<file path="src/rtl/reg_dump_reader_pkg.sv">
// Shared register-file constants and dump FSM state encodings for the register dump reader.
package reg_dump_reader_pkg;
  localparam int REG_ADDR_W = 5;
  localparam int REG_DATA_W = 32;

  typedef enum logic [1:0] {
    ST_IDLE = 2'd0,
    ST_READ = 2'd1,
    ST_SEND = 2'd2,
    ST_CSUM = 2'd3
  } state_e;
endpackage

</file>
<file path="src/rtl/reg_dump_addr_ctr.sv">
// Wrapping dump address counter: latches the range on load, steps cur and flags cur==last.
module reg_dump_addr_ctr #(
  parameter int ADDR_W = 5
) (
  input  logic              clk,
  input  logic              rst_n,
  input  logic              i_load,
  input  logic              i_inc,
  input  logic [ADDR_W-1:0] i_first,
  input  logic [ADDR_W-1:0] i_last,
  output logic [ADDR_W-1:0] o_cur,
  output logic [ADDR_W-1:0] o_last,
  output logic              o_is_last
);
  logic [ADDR_W-1:0] r_cur;
  logic [ADDR_W-1:0] r_last;

  // Increment wraps naturally at 2**ADDR_W, so first>last walks through the top.
  always_ff @(posedge clk or negedge rst_n) begin
    if (!rst_n) begin
      r_cur  <= '0;
      r_last <= '0;
    end else if (i_load) begin
      r_cur  <= i_first;
      r_last <= i_last;
    end else if (i_inc) begin
      r_cur  <= r_cur + 1'b1;
    end
  end

  assign o_cur     = r_cur;
  assign o_last    = r_last;
  assign o_is_last = (r_cur == r_last);
endmodule

</file>
<file path="src/rtl/reg_dump_reader.sv">
// Register-file dump initiator: walks an address range and streams values over valid/ready.
// Optional trailing XOR checksum beat enabled by defining REG_DUMP_CHECKSUM_EN.
module reg_dump_reader
  import reg_dump_reader_pkg::*;
#(
  parameter int DATA_W = REG_DATA_W,
  parameter int ADDR_W = REG_ADDR_W
) (
  input  logic              clk_Regs,
  input  logic              rst_n,
  input  logic              start,
  input  logic              abort,
  input  logic [ADDR_W-1:0] first_addr,
  input  logic [ADDR_W-1:0] last_addr,
  output logic [ADDR_W-1:0] R_Addr,
  input  logic [DATA_W-1:0] R_Data,
  output logic              dump_valid,
  input  logic              dump_ready,
  output logic [DATA_W-1:0] dump_data,
  output logic [ADDR_W-1:0] dump_addr,
  output logic              dump_last,
  output logic              dump_is_csum,
  output logic              busy,
  output logic              done
);
  state_e            r_state, w_next;
  logic              w_load, w_inc, w_hs, w_is_last;
  logic [ADDR_W-1:0] w_cur, w_last;

  reg_dump_addr_ctr #(.ADDR_W(ADDR_W)) u_ctr (
    .clk       (clk_Regs),
    .rst_n     (rst_n),
    .i_load    (w_load),
    .i_inc     (w_inc),
    .i_first   (first_addr),
    .i_last    (last_addr),
    .o_cur     (w_cur),
    .o_last    (w_last),
    .o_is_last (w_is_last)
  );

  assign w_hs   = dump_valid & dump_ready;
  assign R_Addr = w_cur;
  assign busy   = (r_state != ST_IDLE);

  always_ff @(posedge clk_Regs or negedge rst_n) begin
    if (!rst_n) r_state <= ST_IDLE;
    else        r_state <= w_next;
  end

  always_comb begin
    w_next = r_state;
    w_load = 1'b0;
    w_inc  = 1'b0;
    case (r_state)
      ST_IDLE: if (start) begin
        w_next = ST_READ;
        w_load = 1'b1;
      end
      ST_READ: w_next = abort ? ST_IDLE : ST_SEND;
      ST_SEND: begin
        if (abort) w_next = ST_IDLE;
        else if (w_hs) begin
          if (!w_is_last) begin
            w_inc  = 1'b1;
            w_next = ST_READ;
          end else begin
`ifdef REG_DUMP_CHECKSUM_EN
            w_next = ST_CSUM;
`else
            w_next = ST_IDLE;
`endif
          end
        end
      end
`ifdef REG_DUMP_CHECKSUM_EN
      ST_CSUM: if (abort || w_hs) w_next = ST_IDLE;
`endif
      default: w_next = ST_IDLE;
    endcase
  end

`ifdef REG_DUMP_CHECKSUM_EN
  logic [DATA_W-1:0] r_csum;
  logic              r_is_csum;
  assign dump_is_csum = r_is_csum;
`else
  assign dump_is_csum = 1'b0;
`endif

  always_ff @(posedge clk_Regs or negedge rst_n) begin
    if (!rst_n) begin
      dump_valid <= 1'b0;
      dump_data  <= '0;
      dump_addr  <= '0;
      dump_last  <= 1'b0;
      done       <= 1'b0;
`ifdef REG_DUMP_CHECKSUM_EN
      r_csum     <= '0;
      r_is_csum  <= 1'b0;
`endif
    end else begin
      done <= 1'b0;
      case (r_state)
        ST_IDLE: begin
          dump_valid <= 1'b0;
`ifdef REG_DUMP_CHECKSUM_EN
          if (start) r_csum <= '0;
`endif
        end
        ST_READ: if (!abort) begin
          // Snapshot the combinational read so later writes cannot disturb the beat.
          dump_data  <= R_Data;
          dump_addr  <= w_cur;
          dump_valid <= 1'b1;
`ifdef REG_DUMP_CHECKSUM_EN
          dump_last  <= 1'b0;
`else
          dump_last  <= w_is_last;
`endif
        end
        ST_SEND: begin
          if (abort) dump_valid <= 1'b0;
          else if (w_hs) begin
`ifdef REG_DUMP_CHECKSUM_EN
            r_csum <= r_csum ^ dump_data;
            if (!w_is_last) dump_valid <= 1'b0;
            else begin
              dump_data <= r_csum ^ dump_data;
              dump_addr <= w_last;
              dump_last <= 1'b1;
              r_is_csum <= 1'b1;
            end
`else
            dump_valid <= 1'b0;
            if (w_is_last) done <= 1'b1;
`endif
          end
        end
`ifdef REG_DUMP_CHECKSUM_EN
        ST_CSUM: if (abort || w_hs) begin
          dump_valid <= 1'b0;
          r_is_csum  <= 1'b0;
          done       <= ~abort;
        end
`endif
        default: dump_valid <= 1'b0;
      endcase
    end
  end
endmodule

</file>
<file path="config.mk">
export PLATFORM = sky130hd
export DESIGN_NAME = reg_dump_reader
export DESIGN_NICKNAME = d
export VERILOG_FILES = /design/src/rtl/reg_dump_reader_pkg.sv /design/src/rtl/reg_dump_addr_ctr.sv /design/src/rtl/reg_dump_reader.sv
export SDC_FILE = /design/constraint.sdc
export NUM_CORES = 1
export LEC_CHECK = 0
export CAP_MARGIN = 20
export CORE_MARGIN = 3
export CORE_UTILIZATION = 45
export CTS_CLUSTER_SIZE = 14
export DETAILED_ROUTE_END_ITERATION = 10
export PLACE_DENSITY = 0.91
export SYNTH_ARGS = -nofsm -noshare
export SYNTH_HDL_FRONTEND = slang
export SYNTH_HIERARCHICAL = 1
export SYNTH_SLANG_ARGS = --single-unit
</file>
<file path="constraint.sdc">
create_clock -name clk_Regs -period 2.8 [get_ports clk_Regs]
set_input_delay 0.56 -clock clk_Regs [delete_from_list [all_inputs] [get_ports clk_Regs]]
set_output_delay 0.56 -clock clk_Regs [all_outputs]
set_load 0.02 [all_outputs]
</file>
# Word level (Yosys, flattened, before mapping)
# Index checks and enable logic that the tools add are counted.
# classes
add_sub_neg	1
n_eq_ne	6
n_mux	22
bitwise	2
reduce_logical	6
# ops
op	count
1-bit two-way mux	14
5-bit two-way mux	2
2-bit two-way mux	4
2-bit case mux with 3 select lines	1
2-bit AND reduction	3
5-bit by 1-bit adder with 5-bit output (second input constant)	1
5-bit equality test	1
2-bit != test (second input constant)	2
2-bit nonzero test	2
3-bit != test (second input constant)	1
2-bit by 1-bit equality test with 1-bit output (second input constant)	1
2-bit equality test (second input constant)	1
2-bit zero test	1
1-bit case mux with 2 select lines	1
1-bit AND	1
1-bit inverter	1
# word_totals
ff_bits	52
output_inout_bits	47
elab_cells	45

# Longest topological paths before layout
# logic_depth
depth_word	7
depth_mapped	7

# Hierarchy
# The synthesis kept the hierarchy.
# modules_own_cells
module	n_inst	cells_per_inst	area_each_um2
reg_dump_reader	1	103	1722.9
reg_dump_addr_ctr	1	41	491.7

# Worst setup path before layout
# OpenSTA, ideal clock, no wires.
# synth_timing
path_type	input -> register
startpoint	input port abort
endpoint	register u_ctr.r_cur[3] (netlist: u_ctr/o_cur[3])
t_arrival_ns	1.730
required_ns	2.675
path_slack_ns	0.945
cell_stages	6
n_path_buf	0
path_cell_list	nor3b_1 nand3_1 nor2_1 nand4_1 xnor2_1 mux2_2
# synth_via
elab_chain_len	3
# synth_lines
element	line_no	rtl
from (decl)	reg_dump_reader.sv:12	input logic abort,
1-bit two-way mux	reg_dump_reader.sv:62	if (abort) w_next = ST_IDLE;
1-bit two-way mux	reg_dump_reader.sv:55	case (r_state)
net w_inc	reg_dump_reader.sv:27	logic w_load, w_inc, w_hs, w_is_last;
2-bit nonzero test (no source line)	n/a	
to (signal assigned)	reg_dump_addr_ctr.sv:24	r_cur <= i_first;
to (signal assigned)	reg_dump_addr_ctr.sv:27	r_cur <= r_cur + 1'b1;
to (decl)	reg_dump_addr_ctr.sv:15	logic [ADDR_W-1:0] r_cur;
# The timed path passes the listed nets, and every way through them passes these cells.
# A chain may end at the register's enable or synchronous reset.

# Worst setup path after layout
# layout_timing
startpoint	register r_state[0]
endpoint	output port busy
# layout_via
elab_chain_len	1
# layout_lines
element	line_no	rtl
from (decl)	reg_dump_reader.sv:26	state_e r_state, w_next;
from (signal assigned)	reg_dump_reader.sv:48	else r_state <= w_next;
2-bit nonzero test	reg_dump_reader.sv:44	assign busy = (r_state != ST_IDLE);
to (decl)	reg_dump_reader.sv:23	output logic busy,
# Every way passes these cells.

==> impl_metrics.env <==
export IMPL_status="finished clean"
export IMPL_placed_area_um2=3180
export IMPL_critical_path_class="flop to output pin"
export IMPL_multi_input_area_um2=833
export IMPL_die_area_um2=5800
export IMPL_hold_slack_ps=154
export IMPL_clk_pin_slew_ps=90
export IMPL_core_area_um2=4560
export IMPL_viasPerCell=4.86
export IMPL_swShare_pct=32.1
export IMPL_drt_total_wl_um=4890
export IMPL_internal_power_w=0.00200
export IMPL_htree_levels=2
export IMPL_place_congestion=0.751
export IMPL_remaining_drc_errors=0
export IMPL_seq_power_share_pct=39.6
export IMPL_diodes=0
export IMPL_grt_pass1_vias=1651
export IMPL_fin_skew_ps=8.22
export IMPL_grt_start_max_net_pins=39
export IMPL_netlist_area_um2=2210
export IMPL_clock_sinks=52
export IMPL_start_util_pct=48.5
export IMPL_power_switching_w=0.000945
export IMPL_post_cts_resized=0
export IMPL_layout_drive_gt1_share_pct=24.4
export IMPL_combinationalPowerShare_pct=43.5
export IMPL_min_period_ps=2160
export IMPL_rows=24
export IMPL_drt_iter0_drc=35
export IMPL_vias=1492
export IMPL_critical_path_arrival_ps=1600
export IMPL_irDropWorstVdd_mv=0.459
export IMPL_antenna_found_initial=0
export IMPL_yosys_register_bits=52
export IMPL_syn_num_nets=192
export IMPL_hold_viol=0
export IMPL_seq_area_um2=1300
export IMPL_cts_hold_buffers_added=0
export IMPL_cp_max_fo=4
export IMPL_synth_area_per_cell_um2=15.4
export IMPL_cts_setup_buffers=0
export IMPL_start_kind="flop"
export IMPL_fin_crit_sh_pct=77.3
export IMPL_worstSkewPairLatency_ps=300
export IMPL_worstPathRequired_ps=2240
export IMPL_cts_root_buf="clkbuf_8"
export IMPL_die_y_um=76.2
export IMPL_grt_pass1_wl_um=8380
export IMPL_hold_class="primary input to async pin"
export IMPL_post_drt_wl_per_cell_um=15.9
export IMPL_p_leak_nw=1.38
export IMPL_fillCellCount=326
export IMPL_finalSetupViolCount=0
export IMPL_tns_ps=0
export IMPL_cts_buffers=5
export IMPL_port_buffers=92
export IMPL_grt_ovfl_total=0
export IMPL_dp_hpwl_um=3730
export IMPL_p_clk_share_pct=16.9
export IMPL_ys_types=27
export IMPL_maxCapViolCount=0
export IMPL_rsz0062_at_grt="false"
export IMPL_fmax_mhz=462
export IMPL_yosysWarningCount=6
export IMPL_end_kind="output pin"
export IMPL_grt_total_usage_pct=18.0
export IMPL_fin_nets=289
export IMPL_synthCells=144
export IMPL_cts_tree="built"
export IMPL_drtAntennaViolNets=0
export IMPL_clockBufferDepth=2
export IMPL_yosysSeqAreaShare_pct=58.8
export IMPL_powerDensity_nw_per_um2=895
export IMPL_firstDrtPassIters=3
export IMPL_slew_violations=0
export IMPL_io_pins=94
export IMPL_syn2layout_area_growth_pct=48.5
export IMPL_stdcell_area_um2=3290
export IMPL_die_w_um=76.2
[power groups by stage]
| stage | Sequential (W) | Clock [W] | Combinational (W) |
|---|---|---|---|
| floorplan | 0.00144 | 0 | 0.000397 |
| global placement | 0.00116 | 0 | 0.00126 |
| detailed placement | 0.00118 | 0 | 0.00129 |
| CTS | 0.00117 | 0.000515 | 0.00130 |
| global route | 0.00120 | 0.000547 | 0.00135 |
| finish | 0.00117 | 0.000498 | 0.00128 |
[registers in the layout (all words and copies together) (netlist names)]
name and count:
dump_last 1, u_ctr/o_last 5, done 1, u_ctr/o_cur 5, r_state 2, dump_addr 5, dump_data 32, dump_valid 1
[cell type report]
type	count	area share, %
clock buffer	6	2.21
clock inverter	2	1.07
inverter	2	0.228
multi-input combinational	84	25.3
sequential	52	39.6
tap	65	2.47
timing repair buffer	96	29.1
[path summary, 6_finish.rpt]
kind                                   to      startpoint  slack [ps]  cells past startpoint
max in group asynchronous    dump_addr[4]           rst_n        1840                      2
setup / recovery                     busy      r_state[0]         640                      2
setup reg to reg           u_ctr/o_cur[4]  u_ctr/o_cur[0]         850                      8
hold reg to reg             dump_data[28]   dump_data[28]         510                      1
hold / removal             u_ctr/o_cur[0]           rst_n         150                      1
min in group clk_Regs       dump_data[28]   dump_data[28]         510                      1
[metal layers]
layer | part of all wire [%] | global-route usage, %
met1 | 42 | 22.3
met2 | 51 | 31.6
met3 | 5.3 | 4.26
met4 | 0.86 | 4.89
met5 | 0 | 0
[synth_stat cells]
cell      number  share of area, %
dfrtp_1       52                59
mux2_2        24                12
mux2_4        20                14
nand2_1        6               1.0
xnor2_1        5               2.0
o21ai_0        4              0.90
xor2_1         4               1.6
nor2_1         3              0.51
buf_12         2               1.8
buf_4          2              0.68
buf_6          2               1.0
inv_1          2              0.34
nand3_1        2              0.45
nand3b_1       2              0.68
nand4_1        2              0.56
a21oi_1        1              0.23
conb_1         1              0.17
ha_1           1              0.56
mux2i_1        1              0.45
nand2b_4       1              0.62
nor2_2         1              0.28
nor2b_1        1              0.28
nor3_1         1              0.23
nor3b_1        1              0.34
o21ai_1        1              0.23
o22ai_1        1              0.28
or2_2          1              0.28
[layout by cell type (no fill, tap or decap), types with 2 or more instances in the layout]
cell type,netlist,final
clkdlybuf4s50_1,0,91
dfrtp_1,52,52
mux2_2,24,24
mux2_4,20,20
nand2_1,6,6
clkbuf_8,0,5
xnor2_1,5,5
o21ai_0,4,4
xor2_1,4,4
nor2_1,3,3
buf_4,2,3
nand3_1,2,2
inv_1,2,2
nand3b_1,2,2
nand4_1,2,2
[cell families after synthesis]
logic type	after synthesis	share of synthesized area, %
flip-flops	52	58.8
multiplexers	45	26.2
AND/OR/NAND/NOR	21	5.25
XOR/XNOR	9	3.56
buffers and inverters	8	3.84
AO/OA/AOI/OAI	7	1.64
adder cells (fa/ha/maj)	1	0.565
other	1	0.169
[stage by stage]
stage / setup WS (ps) / std cells / total power, W / utilization (%)
floorplan: 945 / 144 / 0.00184 / -
global placement: 551 / 299 / 0.00243 / 69.7
detailed placement: 466 / 299 / 0.00247 / 69.7
CTS: 613 / 307 / 0.00298 / 72.1
global route: 562 / 307 / 0.00310 / 72.1
finish: 635 / 307 / 0.00294 / 72.1
[critical path, stage by stage, from the launching register on]
cell and delay [ps]:
dfrtp_1 430, or2_2 330, clkdlybuf4s50_1 550
No activity file was read; power rests on OpenSTA's default activity.
